`src/rtl/hht_pkg.sv`:
```
// Shared types and default sizing for the HHT gather controller.
package hht_pkg;

    localparam int unsigned HHT_DW    = 32;
    localparam int unsigned HHT_LANES = 4;

    typedef enum logic [1:0] {
        IDLE  = 2'd0,
        FETCH = 2'd1,
        DRAIN = 2'd2
    } state_t;

    // Output group at the default sizing; the RTL packs {data, mask, last} in this order.
    typedef struct packed {
        logic [HHT_LANES*HHT_DW-1:0] data;
        logic [HHT_LANES-1:0]        mask;
        logic                        last;
    } group_t;

    function automatic int unsigned group_width(input int unsigned dw, input int unsigned lanes);
        return dw * lanes + lanes + 1;
    endfunction

endpackage

```
`src/rtl/hht_gather_fifo.sv`:
```
// Synchronous group FIFO; a push is accepted at full when a pop happens in the same cycle.
module hht_gather_fifo #(
    parameter int unsigned W     = 134,
    parameter int unsigned DEPTH = 4
) (
    input  logic         clk,
    input  logic         rst_n,
    input  logic         push,
    input  logic [W-1:0] push_data,
    input  logic         pop,
    output logic [W-1:0] head,
    output logic         full,
    output logic         empty
);

    localparam int unsigned AW = $clog2(DEPTH);

    logic [W-1:0]  mem [DEPTH];
    logic [AW-1:0] wr_ptr;
    logic [AW-1:0] rd_ptr;
    logic [AW:0]   cnt;
    logic          do_push;
    logic          do_pop;

    assign full    = (cnt == (AW+1)'(DEPTH));
    assign empty   = (cnt == '0);
    assign do_pop  = pop && !empty;
    assign do_push = push && (!full || do_pop);
    assign head    = empty ? '0 : mem[rd_ptr];

    always_ff @(posedge clk or negedge rst_n) begin
        if (!rst_n) begin
            for (int i = 0; i < int'(DEPTH); i++) mem[i] <= '0;
            wr_ptr <= '0;
            rd_ptr <= '0;
            cnt    <= '0;
        end else begin
            if (do_push) begin
                mem[wr_ptr] <= push_data;
                wr_ptr      <= wr_ptr + AW'(1);
            end
            if (do_pop) rd_ptr <= rd_ptr + AW'(1);
            cnt <= cnt + (AW+1)'(do_push) - (AW+1)'(do_pop);
        end
    end

endmodule

```
`src/rtl/hht_gather_ctrl.sv`:
```
// Gathers v[v_base+col[i]] one element per cycle into LANES-wide groups behind a FIFO.
// Optional out-of-range lane zeroing and sticky err port: define HHT_BOUNDS_CHECK_EN.
module hht_gather_ctrl
    import hht_pkg::*;
#(
    parameter int unsigned DW         = HHT_DW,
    parameter int unsigned LANES      = HHT_LANES,
    parameter int unsigned FIFO_DEPTH = 4
`ifdef HHT_BOUNDS_CHECK_EN
    ,
    parameter int unsigned VSIZE      = 32
`endif
) (
    input  logic                Clk,
    input  logic                Rst,
    input  logic                start,
    input  logic [DW-1:0]       col_base,
    input  logic [DW-1:0]       v_base,
    input  logic [DW-1:0]       csize,
    output logic [DW-1:0]       addr1,
    input  logic [DW-1:0]       data1,
    output logic [DW-1:0]       addr2,
    input  logic [DW-1:0]       data2,
    output logic                out_valid,
    input  logic                out_ready,
    output logic [LANES*DW-1:0] out_data,
    output logic [LANES-1:0]    out_mask,
    output logic                out_last,
    output logic                busy,
    output logic                done
`ifdef HHT_BOUNDS_CHECK_EN
    ,
    output logic                err
`endif
);

    localparam int unsigned LW = (LANES > 1) ? $clog2(LANES) : 1;
    localparam int unsigned GW = group_width(DW, LANES);

    state_t          state_q, state_d;
    logic [DW-1:0]   addr1_q, addr1_d;
    logic [DW-1:0]   v_base_q, v_base_d;
    logic [DW-1:0]   csize_q, csize_d;
    logic [DW-1:0]   rd_cnt_q, rd_cnt_d;
    logic [LW-1:0]   lane_cnt_q, lane_cnt_d;
    logic            busy_q, busy_d;
    logic            done_q, done_d;
    logic [DW-1:0]   lane_q [LANES];

    logic            last_el;
    logic            push_due;
    logic            stall;
    logic            capture;
    logic            push;
    logic [GW-1:0]   push_grp;
    logic [LANES*DW-1:0] grp_data;
    logic [LANES-1:0]    grp_mask;
    logic [DW-1:0]   cur_val;
    logic            fifo_full;
    logic            fifo_empty;
    logic [GW-1:0]   head;

`ifdef HHT_BOUNDS_CHECK_EN
    logic            oob;
    logic            err_q, err_d;

    assign oob     = (data1 >= DW'(VSIZE));
    assign cur_val = oob ? '0 : data2;
    assign err     = err_q;
`else
    assign cur_val = data2;
`endif

    assign last_el  = (rd_cnt_q == csize_q - DW'(1));
    assign push_due = (lane_cnt_q == LW'(LANES - 1)) || last_el;
    assign stall    = push_due && fifo_full && !out_ready;

    assign addr1     = addr1_q;
    assign addr2     = (state_q == FETCH) ? v_base_q + data1 : '0;
    assign busy      = busy_q;
    assign done      = done_q;
    assign out_valid = !fifo_empty;
    assign out_data  = head[GW-1 -: LANES*DW];
    assign out_mask  = head[LANES:1];
    assign out_last  = head[0];

    // Group being closed this cycle: earlier lanes from registers, current element bypassed.
    always_comb begin
        grp_data = '0;
        grp_mask = '0;
        for (int k = 0; k < int'(LANES); k++) begin
            if (LW'(k) == lane_cnt_q) begin
                grp_data[k*DW +: DW] = cur_val;
                grp_mask[k]          = 1'b1;
            end else if (LW'(k) < lane_cnt_q) begin
                grp_data[k*DW +: DW] = lane_q[k];
                grp_mask[k]          = 1'b1;
            end
        end
    end

    // Next-state and register updates.
    always_comb begin
        state_d    = state_q;
        addr1_d    = addr1_q;
        v_base_d   = v_base_q;
        csize_d    = csize_q;
        rd_cnt_d   = rd_cnt_q;
        lane_cnt_d = lane_cnt_q;
        busy_d     = busy_q;
        done_d     = 1'b0;
        capture    = 1'b0;
        push       = 1'b0;
        push_grp   = {grp_data, grp_mask, last_el};
`ifdef HHT_BOUNDS_CHECK_EN
        err_d      = err_q;
`endif
        unique case (state_q)
            IDLE: begin
                // done_q high means a job just ended; a start in that cycle is dropped.
                if (start && !done_q) begin
                    v_base_d   = v_base;
                    csize_d    = csize;
                    rd_cnt_d   = '0;
                    lane_cnt_d = '0;
                    busy_d     = 1'b1;
`ifdef HHT_BOUNDS_CHECK_EN
                    err_d      = 1'b0;
`endif
                    if (csize == '0) begin
                        push     = 1'b1;
                        push_grp = {(GW-1)'(0), 1'b1};
                        state_d  = DRAIN;
                    end else begin
                        addr1_d = col_base;
                        state_d = FETCH;
                    end
                end
            end
            FETCH: begin
                if (!stall) begin
                    capture = 1'b1;
                    push    = push_due;
`ifdef HHT_BOUNDS_CHECK_EN
                    if (oob) err_d = 1'b1;
`endif
                    if (last_el) begin
                        addr1_d    = '0;
                        rd_cnt_d   = '0;
                        lane_cnt_d = '0;
                        state_d    = DRAIN;
                    end else begin
                        addr1_d    = addr1_q + DW'(1);
                        rd_cnt_d   = rd_cnt_q + DW'(1);
                        lane_cnt_d = push_due ? '0 : lane_cnt_q + LW'(1);
                    end
                end
            end
            DRAIN: begin
                if (fifo_empty) begin
                    done_d  = 1'b1;
                    busy_d  = 1'b0;
                    state_d = IDLE;
                end
            end
            default: state_d = IDLE;
        endcase
    end

    always_ff @(posedge Clk or negedge Rst) begin
        if (!Rst) begin
            state_q    <= IDLE;
            addr1_q    <= '0;
            v_base_q   <= '0;
            csize_q    <= '0;
            rd_cnt_q   <= '0;
            lane_cnt_q <= '0;
            busy_q     <= 1'b0;
            done_q     <= 1'b0;
`ifdef HHT_BOUNDS_CHECK_EN
            err_q      <= 1'b0;
`endif
        end else begin
            state_q    <= state_d;
            addr1_q    <= addr1_d;
            v_base_q   <= v_base_d;
            csize_q    <= csize_d;
            rd_cnt_q   <= rd_cnt_d;
            lane_cnt_q <= lane_cnt_d;
            busy_q     <= busy_d;
            done_q     <= done_d;
`ifdef HHT_BOUNDS_CHECK_EN
            err_q      <= err_d;
`endif
        end
    end

    always_ff @(posedge Clk or negedge Rst) begin
        if (!Rst) begin
            for (int k = 0; k < int'(LANES); k++) lane_q[k] <= '0;
        end else if (capture) begin
            for (int k = 0; k < int'(LANES); k++) begin
                if (lane_cnt_q == LW'(k)) lane_q[k] <= cur_val;
            end
        end
    end

    hht_gather_fifo #(
        .W     (GW),
        .DEPTH (FIFO_DEPTH)
    ) u_fifo (
        .clk       (Clk),
        .rst_n     (Rst),
        .push      (push),
        .push_data (push_grp),
        .pop       (out_ready),
        .head      (head),
        .full      (fifo_full),
        .empty     (fifo_empty)
    );

endmodule

```
`config.mk`:
```
export PLATFORM = sky130hd
export DESIGN_NAME = hht_gather_ctrl
export DESIGN_NICKNAME = d
export VERILOG_FILES = /design/src/rtl/hht_pkg.sv /design/src/rtl/hht_gather_fifo.sv /design/src/rtl/hht_gather_ctrl.sv
export SDC_FILE = /design/constraint.sdc
export NUM_CORES = 2
export LEC_CHECK = 0
export CORE_UTILIZATION = 44
export CTS_BUF_LIST = sky130_fd_sc_hd__clkbuf_16
export CTS_CLUSTER_DIAMETER = 60
export DETAILED_ROUTE_END_ITERATION = 12
export GPL_TIMING_DRIVEN = 0
export PLACE_DENSITY = 0.7
export SYNTH_ARGS = -nofsm -noshare
export SYNTH_HDL_FRONTEND = slang
export SYNTH_SLANG_ARGS = --single-unit
```
`constraint.sdc`:
```
create_clock -name Clk -period 12.1 [get_ports Clk]
set_input_delay 2.42 -clock Clk [delete_from_list [all_inputs] [get_ports Clk]]
set_output_delay 2.42 -clock Clk [all_outputs]
set_load 0.01 [all_outputs]
```
==> flow_metrics.env <==
export IMPL_ioPinCount=364
export IMPL_synth_edf_count=0
export IMPL_synth_area_um2=39700
export IMPL_ctsResizeCount=0
export IMPL_synth_fp_nets=3472
export IMPL_first_global_vias=28475
export IMPL_cts_tree="done"
export IMPL_antenna_found_initial=8
export IMPL_numPortBuffers=363
export IMPL_coreArea_um2=88900
export IMPL_hold_path_class="reg2reg"
export IMPL_wl_per_cell_um=23.4
export IMPL_power_switching_w=0.00485
export IMPL_final_max_slew_violation_count=0
export IMPL_finalHoldViolations=0
export IMPL_avgSynthCellArea_um2=12.2
export IMPL_arrival_ns=6.39
export IMPL_hpwl_um=83000
export IMPL_yosysWarnings=0
export IMPL_drcViolationCount=0
export IMPL_cts_setup_buffers=0
export IMPL_outcome="finished clean"
export IMPL_setup_tns_ns=0
export IMPL_first_pass_iters=5
export IMPL_grt_max_degree=124
export IMPL_die_x_um=302
export IMPL_grt_ovfl_total=0
export IMPL_cts_sinks=769
export IMPL_cp_top_family="compound AO/OA/AOI/OAI gates"
export IMPL_p_sw_frac=0.374
export IMPL_vias=28452
export IMPL_clock_power_share=0.199
export IMPL_syn2layout_area_growth_pct=20.6
export IMPL_cts_buffers=90
export IMPL_fmax_ghz=0.114
export IMPL_pwr_share_seq=0.326
export IMPL_finalCritPeriodShare=0.728
export IMPL_setup_viol_count_final=0
export IMPL_clk_pin_slew_worst_paths_ns=0.06
export IMPL_comb_power_share=0.475
export IMPL_cp_max_fo=3
export IMPL_nNetsFinal=3935
export IMPL_rr_startpoint="csize_q[0]"
export IMPL_p_per_area_nw_per_um2=271
export IMPL_clk_latency_ns=0.66
export IMPL_htree_levels=3
export IMPL_critPathKind="in2out"
export IMPL_cpMaxStageDelayCell="clkdlybuf4s50_1"
export IMPL_min_period_ns=8.81
export IMPL_synthArstFlopShare=1.00
export IMPL_grt_first_pass_wirelength_um=177000
export IMPL_leakagePower_nw=21.5
export IMPL_vias_per_cell=5.72
export IMPL_drtIter0Drc=2423
export IMPL_start_kind="input port"
export IMPL_min_from="v_base_q[0]"
export IMPL_grtUsageTotal=0.256
export IMPL_worst_path_buf_inv=2
export IMPL_cpPeakStageDelay_ns=0.62
export IMPL_drive_gt1_frac=0.240
export IMPL_synth_cell_type_count=84
export IMPL_ctsHoldBuffers=0
export IMPL_required_ns=9.68
export IMPL_fin_skew_ns=0.0455
export IMPL_syn_inst=3260
export IMPL_clockBufferDepth=3
export IMPL_ys_seq_area_frac=0.485
export IMPL_start_util=0.446
export IMPL_gp_congestion=0.929
export IMPL_hold_ws_ns=0.479
export IMPL_crit_chain="clkdlybuf4s50_1 -> ha_1 -> fa_1 -> a21o_1 -> a21oi_1 -> o21ai_0 -> a211oi_1 -> o21ai_0 -> a31oi_1 -> o211ai_1 -> a31o_2 -> mux2i_1 -> clkdlybuf4s50_1"
export IMPL_ys_ff_latch=769
export IMPL_ant_nets=0
export IMPL_p_int_w=0.00813
export IMPL_cts_root_buf="clkbuf_16"
export IMPL_die_y_um=302
export IMPL_wl_um=116000
export IMPL_endpoint_kind="output pin"
export IMPL_vdd_drop_max_uv=132
export IMPL_maxCapViolations=0
export IMPL_slew_headroom=0.265
export IMPL_tightest_slew_ns=1.10
export IMPL_grt_setup_unrepaired="false"
export IMPL_crit_start="data1[0]"
export IMPL_ys_flop_type="dfrtp_1"
export IMPL_design_die_area_um2=91400
export IMPL_placementRows=109
-- sequential cells by signal (all words and copies together), names as in the netlist --
signal and count:
rd_cnt_q 32, state_q 2, v_base_q 32, u_fifo.wr_ptr 2
u_fifo.rd_ptr 2, u_fifo.cnt 3, lane_q 96, done 1
csize_q 32, lane_cnt_q 2, busy 1, addr1 32
u_fifo.mem 532
-- cell usage in the layout, fill, tap and decap left out, types with 66 or more instances in the layout --
| master | instances |
|---|---|
| mux2_2 | 531 |
| clkbuf_1 | 127 |
| nand3_1 | 72 |
| mux2_1 | 91 |
| mux4_2 | 133 |
| nand2_1 | 288 |
| and2_1 | 151 |
| nor2_1 | 198 |
| a21oi_1 | 72 |
| dfrtp_1 | 769 |
| clkbuf_16 | 91 |
| clkdlybuf4s50_1 | 362 |
| mux2i_1 | 66 |
-- routing by layer --
metal | vias to the layer above | share of wire | global-route usage
met2 | 817 | 0.46 | 0.389
li1 | 12826 | - | -
met3 | 199 | 0.060 | 0.0494
met5 | - | 0.00084 | 0
met1 | 14606 | 0.45 | 0.364
met4 | 4 | 0.031 | 0.0909
-- layout make-up --
class,count,area [um2]
fill,7591,41100
multi-input combinational,2224,19100
inverter,36,135
sequential,769,19200
tap,1165,1460
clock buffer,91,2280
clock inverter,73,537
antenna,16,40.0
timing repair buffer,371,3840
buffer,231,1240
-- kinds of logic (layout without fill, tap and decap cells) --
logic type                 count (synthesis)  in the layout  share of synthesized area
muxes                                    821            821                      0.269
buffers and inverters                    267            802                     0.0347
DFF                                      769            769                      0.485
xor gates and xnor gates                  61             61                     0.0135
and+or+nand+nor                          945            945                      0.119
other                                      0             16                          0
adders and majority gates                 48             48                     0.0155
AOI/OAI and AO/OA                        349            349                     0.0638
-- power by group through the flow --
stage	registers [W]	logic, W	clock network, W
after global routing	0.00436	0.00663	0.00274
after CTS	0.00422	0.00617	0.00262
final	0.00423	0.00616	0.00258
after detailed placement	0.00425	0.00614	0
after global placement	0.00425	0.00604	0
after floorplan	0.00407	0.00392	0
-- stage by stage --
step	power, W	instances	utilization	worst slack [ns]	cell area [um2]
floorplan	0.00799	3260	-	4.92	39700
global placement	0.0103	4788	0.504	-26.82	44800
detailed placement	0.0104	4796	0.506	3.39	45000
CTS	0.0130	4960	0.538	3.38	47800
global route	0.0137	4964	0.538	3.12	47800
finish	0.0130	4976	0.538	3.29	47800
-- worst register-to-register path, cell delays in order (launching register included) --
cell and delay, ns:
dfrtp_1 0.44, inv_1 0.11, ha_1 0.20, nor3b_1 0.69, nand3_1 0.47, o41ai_1 0.44, nand4_1 0.13, nor4_1 0.28
and4_1 0.35, buf_6 0.19, and2_1 0.13, buf_2 0.20, buf_2 0.29, o21ai_0 0.12, a21oi_1 0.18, ha_1 0.16
inv_1 0.05, fa_1 0.41, xnor2_1 0.18, xnor2_1 0.15
-- cell usage after synthesis, drive strengths merged, types with 47 or more instances --
| library cell | n | share of area |
|---|---|---|
| and2 | 151 | 0.024 |
| mux2i | 66 | 0.017 |
| o21ai | 47 | 0.0060 |
| mux4 | 133 | 0.075 |
| mux2 | 622 | 0.18 |
| dfrtp | 769 | 0.48 |
| and3 | 54 | 0.0085 |
| nand3 | 73 | 0.0093 |
| a21oi | 75 | 0.0099 |
| buf | 102 | 0.019 |
| nand2 | 291 | 0.028 |
| clkbuf | 129 | 0.012 |
| nor2 | 199 | 0.019 |
-- path summary, 6_finish.rpt --
| kind | depth (start not counted) | end | slack [ns] |
|---|---|---|---|
| worst min register to register | 2 | v_base_q[0] | 0.48 |
| worst min-delay path | 2 | v_base_q[0] | 0.48 |
| worst max register to register | 19 | u_fifo.cnt[2] | 6.88 |
| worst max-delay path | 13 | addr2[30] | 3.29 |
| min in group asynchronous | 1 | csize_q[3] | 1.75 |
| max in group asynchronous | 5 | u_fifo.mem[182] | 8.09 |
Note: power is estimated with default switching activity, not from simulation.
